==> config.mk <==
export PLATFORM = sky130hd
export DESIGN_NAME = serial_magcomp_ctrl_flat
export DESIGN_NICKNAME = d
export VERILOG_FILES = /design/src/rtl/serial_magcomp_ctrl_if.sv /design/src/rtl/serial_magcomp_ctrl.sv /design/src/flat_wrapper.sv
export SDC_FILE = /design/constraint.sdc
export NUM_CORES = 1
export LEC_CHECK = 0
export BUFFER_PORTS_ARGS = -buffer_cell sky130_fd_sc_hd__buf_2
export CORE_ASPECT_RATIO = 0.8
export CORE_UTILIZATION = 40
export CTS_CLUSTER_DIAMETER = 150
export CTS_CLUSTER_SIZE = 10
export DETAILED_ROUTE_END_ITERATION = 10
export PLACE_DENSITY = 0.59
export SYNTH_ARGS = -nofsm -noshare
export SYNTH_HDL_FRONTEND = slang
export SYNTH_SLANG_ARGS = --single-unit
==> constraint.sdc <==
create_clock -name clk -period 2 [get_ports clk]
set_clock_uncertainty 0.1 [all_clocks]
set_input_delay 0.4 -clock clk [delete_from_list [all_inputs] [get_ports clk]]
set_output_delay 0.4 -clock clk [all_outputs]
set_load 0.03 [all_outputs]
==> src/rtl/serial_magcomp_ctrl_if.sv <==
// Request/result bundle for the bit-serial magnitude comparator.
//   start        : request; A/B sampled on the accepting edge
//   A, B         : unsigned operands
//   busy         : comparison in progress
//   done         : one-cycle completion pulse
//   AGB/AEB/ALB  : registered one-hot verdict (all zero = no result yet)
// master drives the request side, slave is the comparator.
interface serial_magcomp_ctrl_if #(
  parameter int unsigned WIDTH = 8
);
  logic             start;
  logic [WIDTH-1:0] A;
  logic [WIDTH-1:0] B;
  logic             busy;
  logic             done;
  logic             AGB;
  logic             AEB;
  logic             ALB;

  modport master (
    output start, A, B,
    input  busy, done, AGB, AEB, ALB
  );

  modport slave (
    input  start, A, B,
    output busy, done, AGB, AEB, ALB
  );
endinterface

==> src/rtl/serial_magcomp_ctrl.sv <==
// Bit-serial WIDTH-bit unsigned magnitude comparator.
// Loads A/B on an accepted start, then compares one bit pair per clock MSB-first.
// The first differing pair sets a sticky gt/lt flag. The verdict is registered
// on the edge that enters DONE and is held until the next result.
// Ports:
//   clk    : rising-edge clock
//   rst_n  : asynchronous active-low reset
//   bus    : serial_magcomp_ctrl_if.slave (start, A, B in; busy, done, AGB, AEB, ALB out)
// Build option: define MAGCOMP_EARLY_EXIT_EN to finish on the first differing
// bit instead of always spending WIDTH cycles.
module serial_magcomp_ctrl #(
  parameter int unsigned WIDTH = 8
) (
  input logic                  clk,
  input logic                  rst_n,
  serial_magcomp_ctrl_if.slave bus
);

  localparam int unsigned CntW = $clog2(WIDTH);

  typedef enum logic [1:0] {StIdle, StShift, StDone} state_e;

  state_e           state_q, state_d;
  logic [WIDTH-1:0] a_q, a_d;
  logic [WIDTH-1:0] b_q, b_d;
  logic [CntW-1:0]  cnt_q, cnt_d;
  logic             gt_q, gt_d;
  logic             lt_q, lt_d;
  logic             agb_q, agb_d;
  logic             aeb_q, aeb_d;
  logic             alb_q, alb_d;

  logic a_bit, b_bit, undecided, finish;

  assign a_bit     = a_q[WIDTH-1];
  assign b_bit     = b_q[WIDTH-1];
  assign undecided = ~gt_q & ~lt_q;

  always_comb begin
    state_d = state_q;
    a_d     = a_q;
    b_d     = b_q;
    cnt_d   = cnt_q;
    gt_d    = gt_q;
    lt_d    = lt_q;
    agb_d   = agb_q;
    aeb_d   = aeb_q;
    alb_d   = alb_q;
    finish  = 1'b0;

    unique case (state_q)
      StIdle, StDone: begin
        // DONE falls back to IDLE unless a new request arrives (back-to-back).
        state_d = StIdle;
        if (bus.start) begin
          a_d     = bus.A;
          b_d     = bus.B;
          cnt_d   = CntW'(WIDTH - 1);
          gt_d    = 1'b0;
          lt_d    = 1'b0;
          state_d = StShift;
        end
      end
      StShift: begin
        // Only the first difference counts; later bits leave the flags alone.
        if (undecided) begin
          gt_d = a_bit & ~b_bit;
          lt_d = ~a_bit & b_bit;
        end
        a_d   = a_q << 1;
        b_d   = b_q << 1;
        cnt_d = cnt_q - 1'b1;
        finish = (cnt_q == '0);
`ifdef MAGCOMP_EARLY_EXIT_EN
        if (undecided && (a_bit != b_bit)) finish = 1'b1;
`endif
        if (finish) begin
          state_d = StDone;
          agb_d   = gt_d;
          alb_d   = lt_d;
          aeb_d   = ~(gt_d | lt_d);
        end
      end
      default: state_d = StIdle;
    endcase
  end

  always_ff @(posedge clk or negedge rst_n) begin
    if (!rst_n) begin
      state_q <= StIdle;
      a_q     <= '0;
      b_q     <= '0;
      cnt_q   <= '0;
      gt_q    <= 1'b0;
      lt_q    <= 1'b0;
      agb_q   <= 1'b0;
      aeb_q   <= 1'b0;
      alb_q   <= 1'b0;
    end else begin
      state_q <= state_d;
      a_q     <= a_d;
      b_q     <= b_d;
      cnt_q   <= cnt_d;
      gt_q    <= gt_d;
      lt_q    <= lt_d;
      agb_q   <= agb_d;
      aeb_q   <= aeb_d;
      alb_q   <= alb_d;
    end
  end

  assign bus.busy = (state_q == StShift);
  assign bus.done = (state_q == StDone);
  assign bus.AGB  = agb_q;
  assign bus.AEB  = aeb_q;
  assign bus.ALB  = alb_q;

endmodule

==> src/flat_wrapper.sv <==
// flat-port wrapper written by rule: the top's interface ports become plain ports
module serial_magcomp_ctrl_flat 
#(
  parameter int unsigned WIDTH = 8
)
  (clk, rst_n, bus_start, bus_A, bus_B, bus_busy, bus_done, bus_AGB, bus_AEB, bus_ALB);
  serial_magcomp_ctrl_if #(.WIDTH(WIDTH)) bus_i ();
  input logic clk;
  input logic rst_n;
  input wire logic [$bits(bus_i.start)-1:0] bus_start;
  input wire logic [$bits(bus_i.A)-1:0] bus_A;
  input wire logic [$bits(bus_i.B)-1:0] bus_B;
  output wire logic [$bits(bus_i.busy)-1:0] bus_busy;
  output wire logic [$bits(bus_i.done)-1:0] bus_done;
  output wire logic [$bits(bus_i.AGB)-1:0] bus_AGB;
  output wire logic [$bits(bus_i.AEB)-1:0] bus_AEB;
  output wire logic [$bits(bus_i.ALB)-1:0] bus_ALB;
  assign bus_i.start = bus_start;
  assign bus_i.A = bus_A;
  assign bus_i.B = bus_B;
  assign bus_busy = bus_i.busy;
  assign bus_done = bus_i.done;
  assign bus_AGB = bus_i.AGB;
  assign bus_AEB = bus_i.AEB;
  assign bus_ALB = bus_i.ALB;
  serial_magcomp_ctrl #(.WIDTH(WIDTH)) u_core (.clk(clk), .rst_n(rst_n), .bus(bus_i));
endmodule
==> impl_metrics.ini <==
[detailed_routing]
drt-initial-drc-count = 24
totalWireLength_mm = 2.28
via_per_inst = 4.99
drc_errors = 0
first_pass_iters = 6
wire_per_inst_um = 12.2
ant_nets = 0
vias = 934

[die]
die-width_um = 62.5
ioPinCount = 24
coreArea_um2 = 2770
start_util = 0.423
die_h_um = 50.4
rows = 17
die_area_um2 = 3150

[finish]
regArea_um2 = 651
stdcell_area_um2 = 1350
nets = 171
antennaDiodeCount = 0
synthToLayoutAreaGrowth_pct = 15.7
multi_input_area_um2 = 460
drive_gt1_frac = 0.215
fillers = 287

[clocking]
cts_buffer_depth = 2
path_clk_slew_ps = 130
cts_inserted_buffers = 3
insertion_delay_ps = 310
root_buffer = clkbuf_4
htreeDepth = 1
cts_tree = done
cts-resized-gates = 0
clock-sinks = 26
post_cts_buffers = 0

[job]
max-cap-violations = 0

[synthesis]
synthFlopType = dfrtp_1
synth_nets = 147
synthArstFlopShare = 1.00
ys_seq_area_frac = 0.556
yosysWarnings = 0
avgSynthCellArea_um2 = 9.28
yosysTopAreaCell = dfrtp_1
synth_seq_cells = 26
synth_top_area_frac = 0.556
synth_cell_types = 23
synthTopCellsByCount = 28 x nand2_1, 26 x dfrtp_1, 21 x nor2_1
synthTopCellsByArea = dfrtp_1 56%, nand2_1 9.0%, a31oi_1 7.5%
syn_area_um2 = 1170
yosysMostFrequentCell = nand2_1
syn-instance-count = 126
synth_edf_count = 0

[power_and_ir_drop]
clkPwrFrac = 0.126
p_per_area_nw_per_um2 = 1530
switching_share = 0.408
intPower_uw = 1230
peakVddDrop_uv = 648
power_frac_comb = 0.428
leakage_uw = 0.000650
seq_power_share = 0.446
switchingPower_uw = 846

[grt]
overflow = 0
antenna_found_initial = 0
grt_use_total = 0.158
grt_max_degree = 30
grt_pass1_wl_mm = 3.84
grt_pass1_vias = 886

[sta]
finalHoldViolations = 0
holdWs_ps = 199
timing.fmax_ghz = 0.576
finalCritPeriodShare = 0.869
relSlewSlack = 0.575
tightestPinTransition_ps = 638
setup_viol = 0
rsz0062_at_grt = no
tns_ps = 0
min_period_ps = 1740
slew_viol_final = 0

[worst_setup_path]
endpoint_kind = output pin
critPathKind = reg -> out
required_ps = 1500
critPathLaunchType = flip-flop
path_max_fanout = 9
arrival_ps = 1240

[outcome]
status = completed

[min_path]
hold_class = in -> reg

[place]
dpl-instance-area_um2 = 1310
hpwl_mm = 1.60
io_buffer_count = 23
gp_congestion = 0.764
-- flip-flops by register name, summed over array words and instances, names as in the netlist --
register	count
u_core.lt_q	1
u_core.cnt_q	3
u_core.gt_q	1
u_core.a_q	8
u_core.b_q	8
u_core.bus.AEB	1
u_core.state_q	2
u_core.bus.AGB	1
u_core.bus.ALB	1
-- metrics by stage --
step	setup WS, ps	utilization	total power, uW	std cells
2_1_floorplan	592	-	1610	126
3_3_place_gp	558	0.473	1780	182
5_1_grt	184	0.490	2250	187
4_1_cts	256	0.490	2090	187
6_report	263	0.490	2080	187
3_5_place_dp	502	0.473	1830	182
-- timing repair --
item | CTS | global route
hold endpoints to repair | 26 | 0
hold buffers | 1 | 0
endpoints found under the setup margin | 0 | 0
-- kinds of logic (layout without fill, tap and decap cells) --
group | after synthesis | after routing | synth area share
AO/OA/AOI/OAI | 25 | 25 | 0.130
XOR/XNOR | 1 | 1 | 0.00749
adder cells (fa/ha/maj) | 2 | 2 | 0.0214
buffers and inverters | 11 | 34 | 0.0503
flip-flops | 26 | 26 | 0.556
multiplexers | 1 | 1 | 0.0128
AND/OR/NAND/NOR | 60 | 60 | 0.221
-- path summary, 6_finish.rpt --
| kind | startpoint | end | slack [ps] | cells past startpoint |
|---|---|---|---|---|
| min in group asynchronous | rst_n | u_core.b_q[6] | 490 | 2 |
| max in group asynchronous | rst_n | u_core.b_q[0] | 950 | 2 |
| hold / removal | bus_B[0] | u_core.b_q[0] | 200 | 2 |
| hold reg to reg | u_core.cnt_q[0] | u_core.cnt_q[0] | 380 | 1 |
| setup reg to reg | u_core.cnt_q[0] | u_core.bus.AEB | 480 | 4 |
| setup / recovery | u_core.state_q[1] | bus_busy | 260 | 3 |
-- cell type report --
class                   instances  share of cell area
flip-flops and latches         26               0.481
well taps                      38              0.0351
repair buffers                 27               0.109
multi-input cells              89               0.340
clock buffers                   4              0.0268
inverters                       3             0.00832
-- power by group through the flow --
stage          logic (uW)  clock network [uW]  registers, uW
3_5_place_dp          889                   0            938
6_report              888                 261            926
4_1_cts               897                 268            925
5_1_grt               999                 296            957
3_3_place_gp          850                   0            932
2_1_floorplan         647                   0            958
-- cells in the final DEF, fill, tap and decap left out --
| master | n |
|---|---|
| a21oi_1 | 6 |
| a22o_1 | 2 |
| a22oi_1 | 1 |
| a31oi_1 | 14 |
| and3_1 | 1 |
| and4bb_1 | 1 |
| buf_2 | 23 |
| buf_4 | 3 |
| clkbuf_4 | 3 |
| clkbuf_8 | 1 |
| dfrtp_1 | 26 |
| dlygate4sd3_1 | 1 |
| ha_1 | 2 |
| inv_1 | 2 |
| inv_2 | 1 |
| mux2_4 | 1 |
| nand2_1 | 28 |
| nand2b_1 | 2 |
| nor2_1 | 21 |
| nor2b_1 | 3 |
| nor3_1 | 2 |
| nor3b_1 | 2 |
| o21ai_0 | 2 |
| xor2_1 | 1 |
-- worst max-delay path: stages, from the launching register on --
cell and delay [ps]:
dfrtp_1 400, nand2b_1 160, inv_2 140, buf_2 220
-- metal layers --
| layer | GRT usage | vias up | part of all wire |
|---|---|---|---|
| met5 | 0 | - | 0 |
| met4 | 0.0388 | 0 | 0.0057 |
| met3 | 0.0409 | 2 | 0.038 |
| met2 | 0.263 | 20 | 0.44 |
| met1 | 0.207 | 446 | 0.51 |
| li1 | - | 466 | - |
Power figures use the tool's default switching activity.
